--- config.mk ---
export PLATFORM = sky130hd
export DESIGN_NAME = uart_tx_arbiter
export DESIGN_NICKNAME = d
export VERILOG_FILES = /design/src/rtl/uart_pkg.sv /design/src/rtl/rr_arbiter.sv /design/src/rtl/uart_tx_arbiter.sv
export SDC_FILE = /design/constraint.sdc
export NUM_CORES = 1
export LEC_CHECK = 0
export ABC_AREA = 1
export BUFFER_PORTS_ARGS = -buffer_cell sky130_fd_sc_hd__buf_2
export CORE_UTILIZATION = 52
export CTS_BUF_LIST = sky130_fd_sc_hd__clkbuf_8
export CTS_CLUSTER_DIAMETER = 40
export DETAILED_ROUTE_END_ITERATION = 7
export PLACE_DENSITY = 0.82
export SLEW_MARGIN = 20
export SYNTH_ARGS = -nofsm -noshare
export SYNTH_HDL_FRONTEND = slang
export SYNTH_SLANG_ARGS = --single-unit
export TNS_END_PERCENT = 50
--- constraint.sdc ---
create_clock -name clk -period 2.3 [get_ports clk]
set_input_delay 0.23 -clock clk [delete_from_list [all_inputs] [get_ports clk]]
set_output_delay 0.23 -clock clk [all_outputs]
set_load 0.05 [all_outputs]
--- src/rtl/uart_pkg.sv ---
// Shared types and constants for the UART transmit arbiter: FSM states, frame timing, line levels, baud divisors.
// Latency: none (declarations only).
// Backpressure: none (declarations only).
package uart_pkg;

    typedef enum logic [1:0] {
        IDLE = 2'd0,
        SEND = 2'd1,
        WAIT = 2'd2
    } arb_state_t;

    // Start + 8 data + stop + one idle mark bit between frames.
    localparam int FRAME_TICKS_DEF = 11;

    localparam logic MARK_BIT  = 1'b1;
    localparam logic START_BIT = 1'b0;
    localparam logic STOP_BIT  = 1'b1;

    localparam int CLK_HZ = 27_000_000;

    function automatic int baud_divisor(input int baud);
        return (CLK_HZ + baud / 2) / baud;
    endfunction

    localparam int DIVISOR_9600   = baud_divisor(9600);
    localparam int DIVISOR_19200  = baud_divisor(19200);
    localparam int DIVISOR_57600  = baud_divisor(57600);
    localparam int DIVISOR_115200 = baud_divisor(115200);

endpackage

--- src/rtl/rr_arbiter.sv ---
// Combinational requester picker: first valid index at/after ptr (wrapping), or lowest index with UART_ARB_FIXED_PRIO_EN.
// Latency: zero cycles, purely combinational.
// Backpressure: none; grant is only a selection, the caller decides when it is consumed.
module rr_arbiter #(
    parameter int NREQ  = 4,
    parameter int IDX_W = $clog2(NREQ)
) (
    input  logic [NREQ-1:0]  req,
    input  logic [IDX_W-1:0] ptr,
    output logic [NREQ-1:0]  grant,
    output logic [IDX_W-1:0] grant_idx,
    output logic             grant_vld
);

    logic [IDX_W-1:0] cand;

`ifdef UART_ARB_FIXED_PRIO_EN
    logic ptr_unused;
    assign ptr_unused = ^ptr;

    always_comb begin
        grant     = '0;
        grant_idx = '0;
        grant_vld = 1'b0;
        cand      = '0;
        for (int k = 0; k < NREQ; k++) begin
            cand = IDX_W'(k);
            if (!grant_vld && req[cand]) begin
                grant_vld = 1'b1;
                grant_idx = cand;
            end
        end
        grant[grant_idx] = grant_vld;
    end
`else
    localparam logic [IDX_W:0] NREQ_EXT = (IDX_W+1)'(NREQ);

    logic [IDX_W:0] sum;

    always_comb begin
        grant     = '0;
        grant_idx = '0;
        grant_vld = 1'b0;
        cand      = '0;
        sum       = '0;
        for (int k = 0; k < NREQ; k++) begin
            // Modular add without a divider: both operands are below NREQ.
            sum = {1'b0, ptr} + (IDX_W+1)'(k);
            if (sum >= NREQ_EXT) begin
                sum = sum - NREQ_EXT;
            end
            cand = sum[IDX_W-1:0];
            if (!grant_vld && req[cand]) begin
                grant_vld = 1'b1;
                grant_idx = cand;
            end
        end
        grant[grant_idx] = grant_vld;
    end
`endif

endmodule

--- src/rtl/uart_tx_arbiter.sv ---
// Shares one 8N1 transmitter among NREQ byte producers; round-robin, or fixed priority with UART_ARB_FIXED_PRIO_EN.
// Latency: req_ready same cycle as a valid request when idle, tx_send the next cycle; send spacing FRAME_TICKS ticks + 2 clocks.
// Backpressure: req_ready withheld while a frame is in flight; the frame is timed by counting tx_xmit_clk ticks.
module uart_tx_arbiter
    import uart_pkg::*;
#(
    parameter int NREQ        = 4,
    parameter int FRAME_TICKS = FRAME_TICKS_DEF,
    parameter int CNT_W       = 16,
    localparam int IDX_W      = $clog2(NREQ)
) (
    input  logic                clk,
    input  logic                reset,
    input  logic [NREQ-1:0]     req_valid,
    input  logic [8*NREQ-1:0]   req_data,
    output logic [NREQ-1:0]     req_ready,
    input  logic                tx_xmit_clk,
    output logic [7:0]          tx_data,
    output logic                tx_send,
    output logic                busy,
    output logic [IDX_W-1:0]    grant_id,
    output logic [CNT_W-1:0]    frames_sent
);

    localparam int TCNT_W = $clog2(FRAME_TICKS + 1);

    arb_state_t        state;
    arb_state_t        state_nxt;
    logic [IDX_W-1:0]  rr_ptr;
    logic [IDX_W-1:0]  rr_ptr_nxt;
    logic [TCNT_W-1:0] tick_cnt;
    logic              frame_done;
    logic              accept;

    logic [NREQ-1:0]   arb_grant;
    logic [IDX_W-1:0]  arb_idx;
    logic              arb_vld;
    logic [7:0]        req_bytes [NREQ];

    for (genvar g = 0; g < NREQ; g++) begin : g_unpack
        assign req_bytes[g] = req_data[8*g +: 8];
    end

    rr_arbiter #(
        .NREQ  (NREQ),
        .IDX_W (IDX_W)
    ) u_rr_arbiter (
        .req       (req_valid),
        .ptr       (rr_ptr),
        .grant     (arb_grant),
        .grant_idx (arb_idx),
        .grant_vld (arb_vld)
    );

    assign accept     = (state == IDLE) && arb_vld;
    assign frame_done = (state == WAIT) && tx_xmit_clk
                        && (tick_cnt == TCNT_W'(FRAME_TICKS - 1));

`ifdef UART_ARB_FIXED_PRIO_EN
    assign rr_ptr_nxt = '0;
`else
    assign rr_ptr_nxt = (arb_idx == IDX_W'(NREQ - 1)) ? '0 : arb_idx + 1'b1;
`endif

    always_comb begin
        state_nxt = state;
        case (state)
            IDLE:    if (arb_vld)    state_nxt = SEND;
            SEND:                    state_nxt = WAIT;
            WAIT:    if (frame_done) state_nxt = IDLE;
            default:                 state_nxt = IDLE;
        endcase
    end

    always_ff @(posedge clk or posedge reset) begin
        if (reset) begin
            state <= IDLE;
        end else begin
            state <= state_nxt;
        end
    end

    // Masked during reset so no requester drops a byte that will never be sent.
    assign req_ready = (accept && !reset) ? arb_grant : '0;
    assign busy      = (state != IDLE);

    always_ff @(posedge clk or posedge reset) begin
        if (reset) begin
            tx_send     <= 1'b0;
            tx_data     <= 8'h00;
            grant_id    <= '0;
            rr_ptr      <= '0;
            tick_cnt    <= '0;
            frames_sent <= '0;
        end else begin
            tx_send <= accept;
            if (accept) begin
                tx_data  <= req_bytes[arb_idx];
                grant_id <= arb_idx;
                rr_ptr   <= rr_ptr_nxt;
            end
            // A tick landing on the SEND cycle is dropped by the clear.
            if (state == SEND) begin
                frames_sent <= frames_sent + 1'b1;
                tick_cnt    <= '0;
            end else if (state == WAIT && tx_xmit_clk) begin
                tick_cnt <= tick_cnt + 1'b1;
            end
        end
    end

    a_send_isolated: assert property (@(posedge clk) disable iff (reset)
        tx_send |=> !tx_send);
    a_ready_onehot: assert property (@(posedge clk) disable iff (reset)
        $onehot0(req_ready));
    a_tick_bound: assert property (@(posedge clk) disable iff (reset)
        tick_cnt <= TCNT_W'(FRAME_TICKS));

endmodule

==> results of run 1 <==
-- cells in the mapped netlist, drive strengths merged --
| cell type | instances | area (sq um) |
|---|---|---|
| o21a | 1 | 7.510 |
| mux2i | 1 | 10.01 |
| xor2 | 9 | 78.83 |
| nor2 | 15 | 68.81 |
| nand2 | 110 | 425.4 |
| clkinv | 1 | 3.750 |
| ha | 4 | 50.05 |
| nand3 | 34 | 205.2 |
| nor3 | 4 | 41.29 |
| a31oi | 1 | 6.260 |
| nand4 | 16 | 100.1 |
| xnor2 | 5 | 43.79 |
| a21oi | 1 | 5.000 |
| buf | 7 | 47.54 |
| inv | 27 | 106.4 |
| dfrtp | 35 | 875.8 |
| o21ai | 6 | 30.03 |
| nand3b | 1 | 7.510 |
-- per-stage QoR --
stage                     cells  worst slack [ns]  total power, uW  area, sq um
after CTS                   405          0.002103             4419         2663
after global placement      397            0.2659             3774         2541
after global routing        410          -0.06626             5210         2831
after detailed placement    397            0.1971             3840         2541
after floorplan             278           -0.1687             3187         2118
final                       410           0.01480             4847         2831
-- power by group through the flow --
stage	sequential [uW]	clock, uW	combinational, uW
2_1_floorplan	1410	0	1780
3_3_place_gp	988	0	2790
3_5_place_dp	995	0	2840
4_1_cts	992	559	2870
5_1_grt	1020	589	3600
6_report	995	553	3300
-- final timing paths --
path / start / end / slack, ns
max: rr_ptr[0]$_DFFE_PP0P_ / req_ready[1] / 0.01
min: reset / frames_sent[10]$_DFFE_PP0P_ / 0.09
max reg2reg: rr_ptr[0]$_DFFE_PP0P_ / tx_data[0]$_DFFE_PP0P_ / 0.28
min reg2reg: frames_sent[15]$_DFFE_PP0P_ / frames_sent[15]$_DFFE_PP0P_ / 0.47
max in group asynchronous: reset / rr_ptr[0]$_DFFE_PP0P_ / 1.89
min in group clk: req_data[20] / tx_data[4]$_DFFE_PP0P_ / 0.26
-- cell families (layout without fill, tap and decap cells) --
logic type               after synthesis  in the layout  share of synthesized area, %
XOR/XNOR                              14             14                         5.802
multiplexers                           1              1                        0.4737
flip-flops                            35             35                         41.44
buffers and inverters                 35            119                         7.460
AND/OR/NAND/NOR                      180            180                         40.14
adder cells (fa/ha/maj)                4              4                         2.368
AO/OA/AOI/OAI                          9              9                         2.309
-- worst max-delay path: cells and delay by family (launching register included) --
kind | cells | cell delay [ns]
simple gates | 6 | 0.63
buf+inv | 2 | 0.42
compound gates | 1 | 0.25
flops | 1 | 0.46
-- per-layer routing --
| metal | track usage (%) | vias up | part of all wire (%) |
|---|---|---|---|
| met5 | 0 | - | 0 |
| met4 | 6.250 | 0 | 1.0 |
| met3 | 4.688 | 6 | 5.2 |
| met2 | 40.31 | 77 | 49 |
| met1 | 33.92 | 971 | 44 |
| li1 | - | 1070 | - |
-- sequential cells by signal, indices dropped and copies added, names as in the netlist --
register     count
frames_sent     16
tx_data          8
tick_cnt         4
grant_id         2
rr_ptr           2
state            2
tx_send          1
-- repair_timing --
item | CTS | global route
gates resized for setup | 4 | 42
setup buffers | 0 | 5
pin swaps | 0 | 17
endpoints found under the setup margin | 4 | 4
hold buffers | 0 | 0
-- final cells by class --
class | count | area share (%)
multi-input combinational | 208 | 42.11
sequential | 35 | 31.02
timing repair buffer | 83 | 16.70
inverter | 28 | 4.065
clock buffer | 5 | 2.430
tap | 48 | 2.121
clock inverter | 3 | 1.547
==> flow_summary.toml, run 1 <==
[floorplanning]
row_count = 22
die_w_um = 65.75
core_area_sq_um = 3771
io_pins = 71
die_h_um = 65.75
dieArea_sq_um = 4323
initial_core_util_pct = 56.04

[power_and_ir_drop]
pwr-share-seq_pct = 20.5
powerDensity_nw_per_um2 = 1712
p_comb_share_pct = 68.1
p_sw_share_pct = 54.77
ir_drop_uv = 981.0
power_switching_uw = 2655
p_int_uw = 2192
leakage_uw = 0.001600
clock_power_share_pct = 11.4

[global_route]
antenna_found_initial = 0
grt_max_degree = 36
globalRouteTotalUtil_pct = 24.87
grt_pass1_wl_mm = 8.252
grt-ovfl-total = 0
grt_pass1_vias = 1864

[clock_network]
cts_tree = "built"
cts.sinks = 35
numCtsBuffers = 5
cts.path.max_buffers = 2
clk_latency_ns = 0.28
htreeDepth = 2
clkSlewWorstSetupHoldPaths_ns = 0.08
cts-root-buf = "clkbuf_8"

[yosys]
avgSynthCellArea_sq_um = 7.602
syn-num-nets = 321
ys_types = 29
synthesis.instances = 278
ys.warnings.count = 0
yosysSeqAreaShare_pct = 41.44
syn-cell-area_sq_um = 2113
ys_seq_elements = 35

[placement]
dpl.hpwl_mm = 3.467
port_buffers = 70
place_congestion = 0.9437

[finish]
fillers = 291
multi_input_area_sq_um = 1192
diodes = 0
drive_gt1_share_pct = 38.12
syn2layout_area_growth_pct = 33.98
regArea_sq_um = 878.3
finish.utilization_pct = 75.08
final_common_cell = "nand2_1"
final_nets = 404
mostFrequentLayoutCells = "nand2_1 (90), buf_2 (66), dfrtp_1 (33)"

[setup_path]
crit_required_ns = 2.07
cp_common_cell = "nand2_2"
cp.arrival_ns = 2.06
criticalPathCategory = "reg -> out"
reg2reg_depth = 14
max_stage_delay_ns = 0.46
worstPathCellList = "buf_6 > nand2_2 > nand2_2 > nand2_2 > nand2_2 > a31oi_1 > nand3_4 > nor3_2 > clkbuf_4"
cp_max_fo = 5
critical-path-slowest-cell = "dfrtp_2"
end_kind = "primary output"
worstSetupStartpointType = "register"

[route]
vias = 2124
routedWlPerCell_um = 12.92
via_per_inst = 5.180
drtPass1Iterations = 4
drc = 0
wl_mm = 5.298
ant_nets = 0
dr.first_iter.drc_count = 141

[sta]
slew_violations = 0
fin_hold_ws_ns = 0.08658
fin_worst_skew_ns = 0.01013
setup-violations-final = 0
period_needed_ns = 2.285
hold_viol = 0
fmax_ghz = 0.4376
fin_crit_sh_pct = 99.36
slew_headroom_pct = 71.10
setup_tns_ns = 0
worstMarginPinSlew_ns = 0.4335

[worst_hold_path]
hp-class = "in -> async"

[run_status]
status = "finished clean"

[run]
maxCapViolations = 0
Note: power is estimated with default switching activity, not from simulation.
==> run 2, diff against run 1 <==
--- a/config.mk
+++ b/config.mk
@@ -7,11 +7,10 @@
 export LEC_CHECK = 0
 export ABC_AREA = 1
 export BUFFER_PORTS_ARGS = -buffer_cell sky130_fd_sc_hd__buf_2
-export CORE_UTILIZATION = 52
-export CTS_BUF_LIST = sky130_fd_sc_hd__clkbuf_8
+export CORE_UTILIZATION = 50
 export CTS_CLUSTER_DIAMETER = 40
 export DETAILED_ROUTE_END_ITERATION = 7
-export PLACE_DENSITY = 0.82
+export PLACE_DENSITY = 0.79
 export SLEW_MARGIN = 20
 export SYNTH_ARGS = -nofsm -noshare
 export SYNTH_HDL_FRONTEND = slang
==> run 2 against run 1 <==
  * Sequential cell count unchanged
  * The run now ends with negative setup slack left
  * Largest power group unchanged
  * Non-clock buffer count rose by 6
  * Total power up 9.8%
==> flow_summary.toml, run 2 (synthesized netlist as in run 1, its figures left out) <==
[clock_network]
cts_tree = "built"
clkSlewWorstSetupHoldPaths_ns = 0.08
clk_latency_ns = 0.29
htreeDepth = 2
cts.sinks = 35
cts.path.max_buffers = 2
cts-root-buf = "clkbuf_8"
numCtsBuffers = 5
hold_buffers = 0

[power_and_ir_drop]
pwr-share-seq_pct = 18.7
p_sw_share_pct = 53.75
powerDensity_nw_per_um2 = 1775
power_switching_uw = 2862
p_comb_share_pct = 70.5
ir_drop_uv = 891.3
leakage_uw = 0.001664
p_int_uw = 2462
clock_power_share_pct = 10.8

[setup_path]
criticalPathCategory = "reg -> out"
worstPathCellList = "buf_6 > nand2_4 > nand2_4 > nand2_4 > nand2_4 > nor2_4 > nand3_4 > nand3_4 > inv_6 > ha_4 > inv_4 > nor2_4 > buf_6"
reg2reg_slack_ns = 0.09
cp.arrival_ns = 2.11
worstSetupStartpointType = "register"
crit_required_ns = 2.07
max_stage_delay_ns = 0.46
cp_max_fo = 4
end_kind = "primary output"
critPathTopFamily = "simple AND/OR/NAND/NOR gates"
cp_common_cell = "nand2_4"
crit_buf_inv = 4
critical-path-slowest-cell = "dfrtp_2"

[run]
maxCapViolations = 0

[floorplanning]
io_pins = 71
row_count = 23
die_w_um = 67.01
dieArea_sq_um = 4490
core_area_sq_um = 4029
die_h_um = 67.01
initial_core_util_pct = 52.45

[global_route]
antenna_found_initial = 0
globalRouteTotalUtil_pct = 24.81
grt-ovfl-total = 0
grt_pass1_vias = 1894
grt_pass1_wl_mm = 8.245
grt_max_degree = 36

[placement]
place_inst = 399
dpl.hpwl_mm = 3.668
place_congestion = 0.8418
post_dp_cell_area_sq_um = 2544
port_buffers = 70

[worst_hold_path]
hp-class = "in -> async"

[route]
vias = 2219
drtPass1Iterations = 4
routedWlPerCell_um = 14.24
dr.first_iter.drc_count = 125
wl_mm = 5.951
ant_nets = 0
via_per_inst = 5.309
drc = 0

[sta]
worstMarginPinSlew_ns = 0.4454
slew_headroom_pct = 70.31
slew_violations = 0
setup_slack_ns = -0.03866
grt_setup_unrepaired = "yes"
period_needed_ns = 2.339
fin_crit_sh_pct = 101.7
hold_viol = 0
fmax_ghz = 0.4276
fin_worst_skew_ns = 0.009741
setup-violations-final = 4

[finish]
final_cells = 418
final_common_cell = "nand2_1"
largest_reg_flops = 16
syn2layout_area_growth_pct = 41.92
diodes = 0
fin_area_sq_um = 2999
drive_gt1_share_pct = 42.39
top_register = "frames_sent"
reg_top3 = "frames_sent x16, tx_data x8, tick_cnt x4"
mostFrequentLayoutCells = "nand2_1 (82), buf_2 (66), dfrtp_1 (33)"
final_nets = 410

[run_status]
violations = "negative setup slack"
status = "complete, but fails checks"
run 2: final cells by class:
type,instances,area [sq um]
multi-input cells,208,1279
fillers,292,1030
flip-flops and latches,35,878.3
repair buffers,89,541.8
inverters,28,120.1
clock buffers,6,82.58
well taps,50,62.56
clock inverters,2,35.03
run 2: per-layer routing:
metal	GRT usage, %	routed length (um)	up-vias
met5	0	0	-
met4	7.447	102	0
met3	7.363	247	11
met2	40.00	3069	69
met1	31.62	2532	1071
li1	-	-	1068
run 2: repair_timing:
item                                    4_1_cts  5_1_grt
resized for setup                            11       64
setup buffers                                 3        8
pin swaps                                     0       22
endpoints found under the setup margin        4        4
endpoints found under the hold margin         0        0
run 2: final timing paths:
kind                                             start                     endpoint  cells past startpoint
setup / recovery                 rr_ptr[0]$_DFFE_PP0P_                 req_ready[3]                     13
hold / removal                                   reset   frames_sent[7]$_DFFE_PP0P_                      3
setup reg to reg                 rr_ptr[0]$_DFFE_PP0P_       tx_data[6]$_DFFE_PP0P_                     15
hold reg to reg            frames_sent[15]$_DFFE_PP0P_  frames_sent[15]$_DFFE_PP0P_                      1
max in group asynchronous                        reset        rr_ptr[0]$_DFFE_PP0P_                      3
min in group clk                          req_data[23]       tx_data[7]$_DFFE_PP0P_                      5
run 2: per-stage QoR:
stage               util, %  worst slack, ns  TNS [ns]  total power (uW)  hold WS, ns
finish                74.44         -0.03866   -0.1040              5324       0.1281
floorplan                 -          -0.1687   -0.1687              3187       0.3928
global route          74.44          -0.1067   -0.3763              5683       0.1622
global placement      63.14           0.1621         0              3747       0.3886
CTS                   67.36         -0.02883  -0.02883              4506      0.08245
detailed placement    63.14           0.1269         0              3809       0.3965
run 2: worst reg2reg max path: stages (launching register included):
cell	delay (ns)
dfrtp_2	0.46
buf_6	0.16
nand2_4	0.08
nand2_4	0.08
nand2_4	0.10
nand2_4	0.07
nor2_4	0.17
nand3_4	0.13
nand2_2	0.10
inv_2	0.05
buf_4	0.12
buf_4	0.18
nand2_1	0.13
inv_2	0.09
nand2_1	0.10
nand3_1	0.07
run 2: power by group through the flow:
stage / combinational (uW) / clock [uW] / sequential, uW
CTS: 2950 / 585 / 973
finish: 3750 / 577 / 996
detailed placement: 2810 / 0 / 997
global placement: 2750 / 0 / 992
global route: 4050 / 619 / 1020
floorplan: 1780 / 0 / 1410
==> run 3, diff against run 2 <==
--- a/config.mk
+++ b/config.mk
@@ -6,13 +6,14 @@
 export NUM_CORES = 1
 export LEC_CHECK = 0
 export ABC_AREA = 1
-export BUFFER_PORTS_ARGS = -buffer_cell sky130_fd_sc_hd__buf_2
-export CORE_UTILIZATION = 50
+export CORE_UTILIZATION = 55
 export CTS_CLUSTER_DIAMETER = 40
 export DETAILED_ROUTE_END_ITERATION = 7
-export PLACE_DENSITY = 0.79
+export DONT_BUFFER_PORTS = 1
+export PLACE_DENSITY = 0.7
 export SLEW_MARGIN = 20
 export SYNTH_ARGS = -nofsm -noshare
 export SYNTH_HDL_FRONTEND = slang
+export SYNTH_HIERARCHICAL = 1
 export SYNTH_SLANG_ARGS = --single-unit
 export TNS_END_PERCENT = 50
==> run 3 against run 2 <==
  * Sequential cell count is the same
  * Sequential share of layout area grew 4.8 points
  * The flow now finishes without violations
  * Highest routed layer unchanged
  * Largest power group unchanged
  * Area after synthesis grew 8.0%
  * Non-clock buffer count shrank 69
  * Combinational power shrank 34%
==> flow_summary.toml, run 3 <==
[worst_hold_path]
min_from = "tx_xmit_clk"
hold_path_depth = 3
whs_endpoint = "state[1]$_DFFE_PP0P_"
hp-class = "in -> reg"

[route]
ant_nets = 0
via_per_inst = 5.131
drtPass1Iterations = 6
wl_mm = 4.796
vias = 1965
routedWlPerCell_um = 12.52
drc = 0
dr.first_iter.drc_count = 143

[floorplanning]
dieArea_sq_um = 4411
row_count = 23
core_area_sq_um = 4000
die_h_um = 66.42
io_pins = 71
initial_core_util_pct = 57.05
die_w_um = 66.42

[finish]
mostFrequentLayoutCells = "nand2_1 (86), inv_1 (36), nor2_1 (35)"
syn2layout_area_growth_pct = 12.88
final_cells = 383
finish.utilization_pct = 64.40
diodes = 0
final_nets = 375
largest_reg_flops = 16
final_common_cell = "nand2_1"
regArea_sq_um = 878.3
reg_top3 = "frames_sent x16, tx_data x8, tick_cnt x4"
fillers = 359
multi_input_area_sq_um = 1210
drive_gt1_share_pct = 21.62
top_register = "frames_sent"

[setup_path]
end_kind = "primary output"
r2r-start = "rr_ptr[0]$_DFFE_PP0P_"
timing.rr.end = "rr_ptr[0]$_DFFE_PP0P_"
crit_buf_inv = 4
cp_max_fo = 5
worstPathCellList = "buf_6 > nand2_2 > nand3_1 > o21ai_1 > inv_1 > nand3_2 > nand3_1 > inv_2 > nand2_2 > nor2_2 > buf_6"
reg2reg_slack_ns = 0.24
crit_required_ns = 2.07
reg2reg_depth = 13
critical-path-slowest-cell = "dfrtp_2"
max_stage_delay_ns = 0.48
worstSetupStartpointType = "register"
cp.arrival_ns = 1.99
critPathTopFamily = "simple AND/OR/NAND/NOR gates"
criticalPathCategory = "reg -> out"

[yosys]
yosys-top-cells-area = "dfrtp_1 (38%), nand2_1 (15%), nor2_1 (6.4%), inv_1 (5.9%), o21ai_0 (4.6%)"
syn-cell-area_sq_um = 2282
synth_top_area_cell = "dfrtp_1"
synth_top_cells_by_count = "nand2_1 (91), nor2_1 (39), inv_1 (36)"
synthesis.instances = 311
ys_seq_elements = 35
synthFlopType = "dfrtp_1"
yosysSeqAreaShare_pct = 38.38
ys.warnings.count = 6
yosysMostFrequentCell = "nand2_1"
yosysTopAreaCellShare_pct = 38.38
synthArstFlopShare_pct = 100.0
synth_edf_count = 0
syn-num-nets = 354
ys_types = 26
avgSynthCellArea_sq_um = 7.338

[global_route]
grt-ovfl-total = 0
grt_max_degree = 36
globalRouteTotalUtil_pct = 22.36
antenna_found_initial = 0
grt_pass1_vias = 1710
grt_pass1_wl_mm = 7.465

[sta]
setup-violations-final = 0
grt_setup_unrepaired = "yes"
fmax_ghz = 0.4513
fin_crit_sh_pct = 96.33
hold_viol = 0
fin_worst_skew_ns = 0.004404
worstMarginPinSlew_ns = 0.5865
slew_headroom_pct = 60.90
setup_tns_ns = 0
slew_violations = 0
period_needed_ns = 2.216

[run_status]
status = "finished clean"

[placement]
place_congestion = 0.8084
port_buffers = 0
place_inst = 369
dpl.hpwl_mm = 3.424

[clock_network]
htreeDepth = 2
numCtsBuffers = 5
clkSlewWorstSetupHoldPaths_ns = 0.07
cts_tree = "built"
clk_latency_ns = 0.29
cts.path.max_buffers = 2
cts-root-buf = "clkbuf_8"
cts.sinks = 35

[power_and_ir_drop]
leakage_uw = 0.001368
powerDensity_nw_per_um2 = 1676
ir_drop_uv = 1013

[run]
maxCapViolations = 0
==> run 3: final cells by class <==
| type | instances | area share [%] |
|---|---|---|
| clock buffers | 6 | 2.817 |
| inverters | 42 | 6.411 |
| repair buffers | 20 | 6.799 |
| multi-input cells | 228 | 46.96 |
| well taps | 50 | 2.428 |
| clock inverters | 2 | 0.4857 |
| flip-flops and latches | 35 | 34.09 |
==> run 3: repair_timing <==
item,in CTS,in global routing
pin swaps,0,5
gates resized for setup,1,20
hold endpoints to repair,3,0
buffers inserted,0,5
setup endpoints to repair,4,4
hold buffers,1,0
==> run 3: worst register-to-register path, stage by stage, from the launching register on <==
cell	delay, ns
dfrtp_2	0.48
buf_6	0.15
nand2_2	0.08
nand3_2	0.08
nand2_2	0.11
inv_2	0.06
nand2_1	0.05
nand2_1	0.04
nand2_1	0.07
nand3_2	0.10
buf_4	0.16
buf_4	0.15
ha_1	0.18
o21ai_0	0.24
==> run 3: logic make-up after synthesis <==
logic type	synth area share, %
and+or+nand+nor	36.84
xor gates and xnor gates	4.222
adders and majority gates	2.193
AOI/OAI and AO/OA	7.895
DFF	38.38
muxes	0.4386
buffers and inverters	10.03
==> run 3: where the power goes <==
part / switching (uW) / internal [uW] / leakage [uW]
Clock: 234 / 212 / 0.0000412
Combinational: 1590 / 880 / 0.000874
Sequential: 594 / 812 / 0.000452
==> run 3: how the worst max path moves through the flow <==
stage / from / end / slack, ns / depth (start not counted)
6_report: rr_ptr[0]$_DFFE_PP0P_ / req_ready[3] / 0.08 / 11
5_1_grt: rr_ptr[0]$_DFFE_PP0P_ / req_ready[2] / -0.04 / 11
4_1_cts: rr_ptr[0]$_DFFE_PP0P_ / req_ready[0] / 0.06 / 12
3_5_place_dp: rr_ptr[0]$_DFFE_PP0P_ / rr_ptr[0]$_DFFE_PP0P_ / 0.16 / 10
3_3_place_gp: rr_ptr[0]$_DFFE_PP0P_ / rr_ptr[0]$_DFFE_PP0P_ / 0.23 / 10
2_1_floorplan: rr_ptr[0]$_DFFE_PP0P_ / req_ready[0] / 0.02 / 12
==> run 3: per-layer routing <==
| metal | share of wire [%] | GRT usage [%] |
|---|---|---|
| met1 | 47 | 29.10 |
| met2 | 45 | 35.08 |
| met3 | 6.4 | 6.897 |
| met4 | 1.7 | 7.447 |
| met5 | 0 | 0 |
==> run 3: through the flow <==
step / setup WS, ns / instance area (sq um) / total power, uW / hold slack (ns)
after floorplan: 0.02383 / 2282 / 3315 / 0.3928
after global placement: 0.2258 / 2386 / 3660 / 0.3181
after detailed placement: 0.1639 / 2386 / 3713 / 0.3119
after CTS: 0.05997 / 2482 / 4170 / 0.1463
after global routing: -0.03649 / 2576 / 4697 / 0.2088
final: 0.08432 / 2576 / 4318 / 0.1529
